File: src/rtl/adc_capture_seq.sv
// -----------------------------------------------------------------------------
// adc_capture_seq
//
// Multi-channel ADC capture sequencer. Incoming samples are decimated by a
// power-of-two ratio (block average with arithmetic truncation) and written
// into a circular capture memory of depth 2^AW. A capture takes `pretrig`
// pre-trigger writes, waits for a trigger, then fills the rest of the ring
// so that the buffer holds exactly 2^AW samples around the trigger point.
//
// Ports
//   clk        in   sole clock, rising edge
//   rst_n      in   asynchronous active-low reset
//   adc_data   in   NCH*DW  channel k at [(k+1)*DW-1 -: DW], signed
//   log_ratio  in   LRW     decimation exponent (0..10)
//   chan_mask  in   NCH     1 = channel enabled, disabled lanes write zero
//   mode       in   1       0 one-shot, 1 continuous re-arm
//   pretrig    in   AW      number of pre-trigger writes
//   arm        in   1       start a capture (honoured in IDLE/DONE only)
//   trig       in   1       trigger strobe (honoured in WAIT only)
//   abort      in   1       return to IDLE, highest priority
//   wr_en      out  1       capture memory write enable
//   wr_addr    out  AW      capture memory write address
//   wr_data    out  NCH*DW  capture memory write data
//   state      out  3       0 IDLE, 1 PRE, 2 WAIT, 3 POST, 4 DONE
//   trig_ptr   out  AW      address of the trigger sample
//   full       out  1       a complete capture is in memory
//   done       out  1       one-cycle pulse on capture completion
// -----------------------------------------------------------------------------
module adc_capture_seq #(
  parameter int NCH = 8,
  parameter int DW  = 16,
  parameter int AW  = 14,
  parameter int LRW = 4
) (
  input  logic              clk,
  input  logic              rst_n,
  input  logic [NCH*DW-1:0] adc_data,
  input  logic [LRW-1:0]    log_ratio,
  input  logic [NCH-1:0]    chan_mask,
  input  logic              mode,
  input  logic [AW-1:0]     pretrig,
  input  logic              arm,
  input  logic              trig,
  input  logic              abort,
  output logic              wr_en,
  output logic [AW-1:0]     wr_addr,
  output logic [NCH*DW-1:0] wr_data,
  output logic [2:0]        state,
  output logic [AW-1:0]     trig_ptr,
  output logic              full,
  output logic              done
);

  // Ten guard bits cover the largest legal block of 2^10 samples.
  localparam int AccW = DW + 10;
  localparam int PhW  = 10;

  typedef enum logic [2:0] {
    S_IDLE = 3'd0,
    S_PRE  = 3'd1,
    S_WAIT = 3'd2,
    S_POST = 3'd3,
    S_DONE = 3'd4
  } state_e;

  state_e state_q, state_d;

  // Capture configuration, frozen for the duration of a capture.
  logic [LRW-1:0] lr_q;
  logic [NCH-1:0] mask_q;
  logic           mode_q;
  logic [AW-1:0]  pretrig_q;

  // Decimator.
  logic [PhW-1:0]         phase_q;
  logic signed [AccW-1:0] acc_q   [NCH];
  logic signed [AccW-1:0] sum_c   [NCH];
  logic signed [AccW-1:0] shift_c [NCH];
  logic [NCH*DW-1:0]      dec_out;
  logic [PhW:0]           ratio;
  logic [PhW-1:0]         phase_end;
  logic                   phase_last;

  // Sequencer.
  logic              active, stb, arm_ok, clear_full;
  logic [AW-1:0]     ptr_q, wr_addr_q, trig_ptr_q, trig_ptr_d;
  logic [AW:0]       cnt_q, cnt_d, cnt_inc, post_need, post_base, post_inc;
  logic              wr_en_q, full_q, full_d, done_q, done_d;
  logic [NCH*DW-1:0] wr_data_q;

  // ---------------------------------------------------------------------------
  // Control qualifiers
  // ---------------------------------------------------------------------------
  assign active = (state_q == S_PRE) || (state_q == S_WAIT) || (state_q == S_POST);

  // ratio is one bit wider than the phase counter so that 2^10 is representable;
  // the phase wraps at ratio-1.
  assign ratio      = {{PhW{1'b0}}, 1'b1} << lr_q;
  assign phase_end  = PhW'(ratio - 1'b1);
  assign phase_last = (phase_q == phase_end);

  // A strobe in the abort cycle is dropped so nothing is written on the way out.
  assign stb = active && phase_last && !abort;

  // DONE in continuous mode re-arms by itself after its single cycle.
  assign arm_ok = !abort &&
                  (((state_q == S_IDLE) && arm) ||
                   ((state_q == S_DONE) && (arm || mode_q)));

  // Continuous re-arm keeps the previous capture marked as complete.
  assign clear_full = !((state_q == S_DONE) && mode_q);

  // Number of writes in POST, trigger sample included; needs AW+1 bits when
  // pretrig is zero.
  assign post_need = {1'b1, {AW{1'b0}}} - {1'b0, pretrig_q};
  assign cnt_inc   = cnt_q + 1'b1;
  assign post_base = (state_q == S_POST) ? cnt_q : '0;
  assign post_inc  = post_base + 1'b1;

  // ---------------------------------------------------------------------------
  // Decimator datapath
  // ---------------------------------------------------------------------------
  always_comb begin
    dec_out = '0;
    for (int k = 0; k < NCH; k++) begin
      sum_c[k]   = acc_q[k] + {{(AccW-DW){adc_data[k*DW+DW-1]}}, adc_data[k*DW +: DW]};
      shift_c[k] = sum_c[k] >>> lr_q;
      dec_out[k*DW +: DW] = mask_q[k] ? shift_c[k][DW-1:0] : '0;
    end
  end

  always_ff @(posedge clk or negedge rst_n) begin
    // NOTE: the accumulators are a small flop array, not a RAM, so they are
    // reset with everything else; a real memory array would be left unreset.
    if (!rst_n) begin
      phase_q <= '0;
      for (int k = 0; k < NCH; k++) acc_q[k] <= '0;
    end else if (arm_ok) begin
      phase_q <= '0;
      for (int k = 0; k < NCH; k++) acc_q[k] <= '0;
    end else if (active) begin
      if (phase_last) begin
        phase_q <= '0;
        for (int k = 0; k < NCH; k++) acc_q[k] <= '0;
      end else begin
        phase_q <= phase_q + 1'b1;
        for (int k = 0; k < NCH; k++) acc_q[k] <= sum_c[k];
      end
    end
  end

  // ---------------------------------------------------------------------------
  // Sequencer next-state logic
  // ---------------------------------------------------------------------------
  always_comb begin
    // NOTE: every variable gets a default before any branch so no path leaves
    // it unassigned, which would otherwise infer a latch.
    state_d    = state_q;
    cnt_d      = cnt_q;
    trig_ptr_d = trig_ptr_q;
    full_d     = full_q;
    done_d     = 1'b0;

    if (abort) begin
      state_d = S_IDLE;
    end else if (arm_ok) begin
      state_d = (pretrig == '0) ? S_WAIT : S_PRE;
      cnt_d   = '0;
      if (clear_full) full_d = 1'b0;
    end else begin
      case (state_q)
        S_PRE: begin
          // Triggers are deliberately not remembered here.
          if (stb) begin
            cnt_d = cnt_inc;
            if (cnt_inc == {1'b0, pretrig_q}) begin
              state_d = S_WAIT;
              cnt_d   = '0;
            end
          end
        end
        S_WAIT, S_POST: begin
          // A trigger in WAIT behaves like the first POST cycle, so a write
          // strobed in the trigger cycle itself becomes the trigger sample.
          if ((state_q == S_POST) || trig) begin
            state_d = S_POST;
            cnt_d   = post_base;
            if (stb) begin
              if (post_base == '0) trig_ptr_d = ptr_q;
              cnt_d = post_inc;
              if (post_inc == post_need) begin
                state_d = S_DONE;
                done_d  = 1'b1;
                full_d  = 1'b1;
              end
            end
          end
        end
        default: ;
      endcase
    end
  end

  // ---------------------------------------------------------------------------
  // Sequencer registers
  // ---------------------------------------------------------------------------
  always_ff @(posedge clk or negedge rst_n) begin
    // NOTE: non-blocking assignments keep every flop sampling pre-edge values,
    // so the order of statements in this block does not matter.
    if (!rst_n) begin
      state_q    <= S_IDLE;
      cnt_q      <= '0;
      trig_ptr_q <= '0;
      full_q     <= 1'b0;
      done_q     <= 1'b0;
      lr_q       <= '0;
      mask_q     <= '0;
      mode_q     <= 1'b0;
      pretrig_q  <= '0;
      ptr_q      <= '0;
      wr_addr_q  <= '0;
      wr_en_q    <= 1'b0;
      wr_data_q  <= '0;
    end else begin
      state_q    <= state_d;
      cnt_q      <= cnt_d;
      trig_ptr_q <= trig_ptr_d;
      full_q     <= full_d;
      done_q     <= done_d;
      wr_en_q    <= stb;
      if (stb) wr_data_q <= dec_out;

      if (arm_ok) begin
        lr_q      <= log_ratio;
        mask_q    <= chan_mask;
        mode_q    <= mode;
        pretrig_q <= pretrig;
        ptr_q     <= '0;
        wr_addr_q <= '0;
      end else begin
        // ptr_q is the address the next strobe will use; wr_addr trails it by
        // one cycle so it lines up with the registered write, and afterwards
        // shows the following address.
        if (stb) ptr_q <= ptr_q + 1'b1;
        wr_addr_q <= ptr_q;
      end
    end
  end

  assign wr_en    = wr_en_q;
  assign wr_addr  = wr_addr_q;
  assign wr_data  = wr_data_q;
  assign state    = state_q;
  assign trig_ptr = trig_ptr_q;
  assign full     = full_q;
  assign done     = done_q;

endmodule

File: config.mk
export PLATFORM = sky130hd
export DESIGN_NAME = adc_capture_seq
export DESIGN_NICKNAME = d
export VERILOG_FILES = /design/src/rtl/adc_capture_seq.sv
export SDC_FILE = /design/constraint.sdc
export NUM_CORES = 2
export LEC_CHECK = 0
export ABC_AREA = 1
export CORE_UTILIZATION = 25
export CTS_CLUSTER_SIZE = 12
export DETAILED_ROUTE_END_ITERATION = 8
export PLACE_DENSITY = 0.39
export SLEW_MARGIN = 30
export SYNTH_ARGS = -nofsm -noshare
export SYNTH_HDL_FRONTEND = slang
export SYNTH_SLANG_ARGS = --single-unit
File: constraint.sdc
create_clock -name clk -period 4.9 [get_ports clk]
set_input_delay 0.49 -clock clk [delete_from_list [all_inputs] [get_ports clk]]
set_output_delay 0.49 -clock clk [all_outputs]
set_load 0.03 [all_outputs]
# After elaboration in Yosys (flattened, before gate mapping)
# Cells that the tools add are included.
# word_totals
register_bits	436
in_bits	160
elab_cells	132
# op_classes
n_addsub	14
n_eq_ne	13
n_shift	9
n_mux	45
bitwise_logic	2
reduce_logical	27
# ops
op	count
208-bit 2-to-1 mux	3
26-bit adder	8
26-bit by 4-bit >>> shifter with 16-bit output	8
16-bit 2-to-1 mux	8
15-bit 2-to-1 mux	6
14-bit 2-to-1 mux	3
15-bit by 1-bit adder with 15-bit output (second input constant)	2
10-bit 2-to-1 mux	3
15-bit case mux with 2 select lines	1
3-bit 2-to-1 mux	7
15-bit by 14-bit == test with 1-bit output	1
15-bit == test	1
15-bit logical NOT	1
15-bit by 14-bit subtractor with 15-bit output (first input constant)	1
14-bit by 1-bit adder with 14-bit output (second input constant)	1
14-bit logical NOT	1
1-bit 2-to-1 mux	12
6-bit AND reduction	2
10-bit by 1-bit adder with 10-bit output (second input constant)	1
10-bit == test	1
2-bit nonzero test	5
1-bit by 4-bit left shift with 10-bit output (first input constant)	1
10-bit by 1-bit subtractor with 10-bit output (second input constant)	1
4-bit inequality test (second input constant)	2
other kinds (17)	30

# Logic depth before layout (Yosys ltp)
# depth
depth_word	10
ltp_mapped	21

# Worst setup path after synthesis
# No wires, ideal clock.
# synth_path
kind	register -> register
from	register lr_q[0]
to	register wr_data_q[32], in the netlist wr_data[32]
setup_time_ns	0.124
arrival_time_ns	2.879
t_required_ns	4.776
path_slack_ns	1.897
stages_incl_launch_ff	18
path_buffers	5
synth_period_minus_slack_ns	3.003
path_cell_list	dfrtp_1 buf_2 inv_1 clkbuf_1 nor2_1 nand2_1 ha_1 xor2_1 o21ai_0 nor3b_1 nand2_1 nor2_2 nand4_4 buf_4 buf_2 buf_1 nand2_1 nand2_1
# synth_via
elab_chain_len	5
# synth_lines
item	line_no	source
start: declaration	69	logic [LRW-1:0] lr_q;
start signal: assignment	234	lr_q <= log_ratio;
1-bit by 4-bit left shift with 10-bit output	98	assign ratio = {{PhW{1'b0}}, 1'b1} << lr_q;
10-bit by 1-bit subtractor with 10-bit output	99	assign phase_end = PhW'(ratio - 1'b1);
10-bit == test	100	assign phase_last = (phase_q == phase_end);
1-bit logical AND (2 in a row)	103	assign stb = active && phase_last && !abort;
end signal: assignment	231	if (stb) wr_data_q <= dec_out;
end: declaration	89	logic [NCH*DW-1:0] wr_data_q;
# Parallel ways exist; a longest one is shown, timed or not.
# A chain may end at the register's enable or synchronous reset.

# Worst setup path in the final report
# layout_path
from	register lr_q[2]
to	register trig_ptr_q[1], in the netlist trig_ptr[1]
# layout_via
elab_chain_len	6
# layout_lines
item	line_no	source
1-bit by 4-bit left shift with 10-bit output	98	
10-bit by 1-bit subtractor with 10-bit output	99	
10-bit == test	100	
1-bit logical AND (2 in a row)	103	
6-bit AND reduction (no line)	--	
end signal: assignment	227	trig_ptr_q <= trig_ptr_d;
end: declaration	86	logic [AW-1:0] ptr_q, wr_addr_q, trig_ptr_q, trig_ptr_d;
# No other way between the ends.

==> results.md <==
* First-pass iteration count of the detailed router at 6
* Clock skew at 0.03453 ns
* Final HPWL DP at 143500 µm
* Worst path slowest cell: buf_4
* Post-synthesis cell type count at 46
* Combinational fraction of design power at 69.7%
* Measured slew at the worst slew-check pin at 1.007 ns
* Sequential share of the synthesized area at 27.30%
* Cell Area, Placed at 0.04536 mm²
* Vias per cell at 5.154
* Post-route clock period utilization at 78.81%
* H-Tree Depth at 3
* Routability Congestion at 0.9097
* Total Neg Setup Slack at 0 ns
* Peak VDD IR at 0.4962 mV
* Largest stage delay on the critical path at 0.64 ns
* Run status: finished clean
* Via count at 44992
* Synth Net Count at 6790
* Number of synthesized flops with an enable pin at 0
* Hold_ws at 0.3857 ns
* Clk slew on worst S/H paths at 0.06 ns
* Seq pwr share at 16.0%
* Drt total wl at 188400 µm
* Total global routing overflow at 0
* Vias in the first global route at 44004
* Share of cells above drive strength 1 at 3.531%
* Ports at 322
* Core area at 0.1586 mm²
* Worst Hold Path EP: mode_q$_DFFE_PN0P_
* # fillers at 17774
* P_sw at 20.92 mW
* Initial antenna violation count at 4
* 1st-iter DRT viols at 3446
* CP Max Fanout at 58
* Reg-to-Reg End: trig_ptr[1]$_DFFE_PN0P_
* Worst min-delay path class: input pin to flop
* Slew headroom at 32.36%
* Critical path launch point type: flop
* Cell Chain, Critical Path: buf_4 -> nand2_1 -> nand3_1 -> nand2_1 -> clkinv_1 -> nand2_1 -> nor2_1 -> inv_2 -> nor2_2 -> nand4_4 -> inv_2 -> nand4_2 -> o21ai_0
* Synth Register Bits at 436
* Cell Int Power at 15.64 mW
* Yosys warning count at 0
* Reg2Reg Depth at 13
* RR Startpoint: lr_q[2]$_DFFE_PN0P_
* Most instantiated cells after synthesis: nand2_1 (1908), nand3_1 (1434), inv_1 (510)
* Area of the mapped netlist at 0.03997 mm²
* Core Util, Final at 30.11%
* Drt drc at 0
* Sw Share at 57.21%
* Routed Antenna Nets at 0
* Worst EP arrival at 4.42 ns
* GRT Util Overall at 22.81%
* Cts repair resizes at 0
* Req. time, crit path at 5.46 ns
* Pwr/cell area at 765.8 mW/mm²
* Top_reg_cell synth: dfrtp_1
* First-pass GRT wire length at 282800 µm
* # port buffers at 321
* RSZ-0062 raised after global routing: no
* # nets final at 6978
* Initial core utilization at 25.21%
* Avg Synthesized Cell Area at 6.231 µm²
* Max frequency at 259.0 MHz
* Max capacitance violation total at 0
* Die area at 0.1615 mm²
* Clock Sinks at 436
* Worst Hold Depth at 3
* Most frequent cell after synthesis: nand2_1
* Post-route insts no fill at 8730
* Total CTS buffers at 68
* Post-route cell area at 0.04774 mm²
* Critical path's most frequent cell: nand2_1
* Cells after DPL at 8603
* Clock Tree Buf Depth at 3
* Largest area contributor in the netlist: dfrtp_1
* Hold_sp: mode
* Clock latency on the worst-skew pair at 0.68 ns
* Pins Over Slew Limit at 0
* Largest net degree at the start of global routing at 158
* Post-synth top area share at 27.30%
* Die X at 401.9 µm
* Final Hold Viols at 0
* Clock Power Share at 14.3%
* Synth top area cells: dfrtp_1 (27%), nand3_1 (18%), nand2_1 (18%)
* CTS tree: built
* Post-synthesis cell count at 6415
* Die Y at 401.9 µm
* WL/cell at 21.58 µm
* Row count at 146
* Leak Pwr at 22.99 nW
* Final Setup Violations at 0
* FFs w/ async S/R, synth at 100.0%
* Worst R2R Setup Slack at 1.04 ns
* Kind of critical path: flop to flop
* Clock root cell: clkbuf_16
* CP endpoint kind: flop
* Area grow syn2layout at 19.43%
* Period minus WS final at 3.862 ns
==> power by group through the flow <==
stage                     Clock [mW]  Combinational (mW)  Sequential [mW]
after floorplan                    0                17.4             5.60
after global placement             0                25.5             5.88
after detailed placement           0                25.3             5.89
after CTS                       5.42                25.5             5.84
after global routing            5.52                28.5             6.00
final                           5.23                25.5             5.85
==> worst max-delay path by stage <==
stage,startpoint,depth (start not counted),end,slack (ns)
after floorplan,lr_q[0]$_DFFE_PN0P_,17,wr_data[32]$_DFFE_PN0N_,1.90
after global placement,lr_q[2]$_DFFE_PN0P_,13,trig_ptr[13]$_DFFE_PN0P_,1.01
after detailed placement,adc_data[64],14,wr_data[67]$_DFFE_PN0N_,1.05
after CTS,lr_q[2]$_DFFE_PN0P_,13,trig_ptr[1]$_DFFE_PN0P_,1.05
after global routing,lr_q[2]$_DFFE_PN0P_,12,trig_ptr[0]$_DFFE_PN0P_,0.64
final,lr_q[2]$_DFFE_PN0P_,13,trig_ptr[1]$_DFFE_PN0P_,1.04
==> cell families after synthesis <==
kind of cell,Yosys count,synth area share (%)
and+or+nand+nor,4031,44.44
DFF,436,27.30
adders and majority gates,215,6.880
muxes,1,0.02504
AOI/OAI and AO/OA,845,11.54
xor gates and xnor gates,102,2.307
buffers and inverters,785,7.506
==> registers in the layout, summed over array words and instances, names as in the netlist, 3 cells and up <==
name       cells
cnt_q         15
state          3
phase_q       10
ptr_q         14
acc_q        208
mask_q         8
trig_ptr      14
wr_data      128
pretrig_q     14
wr_addr       14
lr_q           4
==> worst max-delay path: cells and delay by family, from the launching register on <==
| kind | cells | cell delay, ns |
|---|---|---|
| compound gates | 1 | 0.38 |
| buf+inv | 4 | 1.08 |
| simple gates | 8 | 1.63 |
| flops | 1 | 0.59 |
==> final cells by class <==
cell class                 instances  area, µm²  area share, %
antenna                            2      5.005        0.01048
clock buffer                      95       2007          4.204
clock inverter                    28      329.1         0.6893
inverter                         524       1998          4.186
multi-input combinational       5194      26100          54.67
sequential                       436      10930          22.89
tap                             2072       2592          5.431
timing repair buffer             379       3780          7.918
==> cells in the final DEF (no fill, tap or decap), drive strengths merged, types with 3 or more instances in the layout <==
master	instances
nand4	149
or2	21
nand3b	39
ha	207
o31ai	7
a22oi	14
o21a	6
nor3	47
nor4	8
xor2	67
a31oi	13
bufinv	6
inv	523
buf	58
o21ai	427
xnor2	33
clkbuf	95
a21oi	290
nand2	1909
o22ai	14
and2	37
o221ai	3
nand3	1434
o211ai	30
fa	8
dfrtp	436
nor3b	4
clkdlybuf4s50	320
nor2	382
clkinv	21
a32o	37
==> what timing repair did <==
| action | CTS | global route |
|---|---|---|
| endpoints found under the hold margin | 61 | 0 |
| buffers inserted | 0 | 0 |
| hold buffers | 1 | 0 |
==> per-layer routing <==
layer	share of wire, %	global-route usage, %	vias to the layer above
met5	0.0069	0	-
met1	49	32.56	21495
met2	44	35.75	1106
li1	-	-	22182
met4	2.6	5.852	2
met3	4.9	3.231	207
==> per-stage QoR <==
stage / setup WS (ns) / power, mW
2_1_floorplan: 1.897 / 22.96
5_1_grt: 0.6414 / 40.01
3_5_place_dp: 1.049 / 31.24
4_1_cts: 1.049 / 36.71
6_report: 1.038 / 36.56
3_3_place_gp: 1.005 / 31.33
Note: power is estimated with default switching activity, not from simulation.
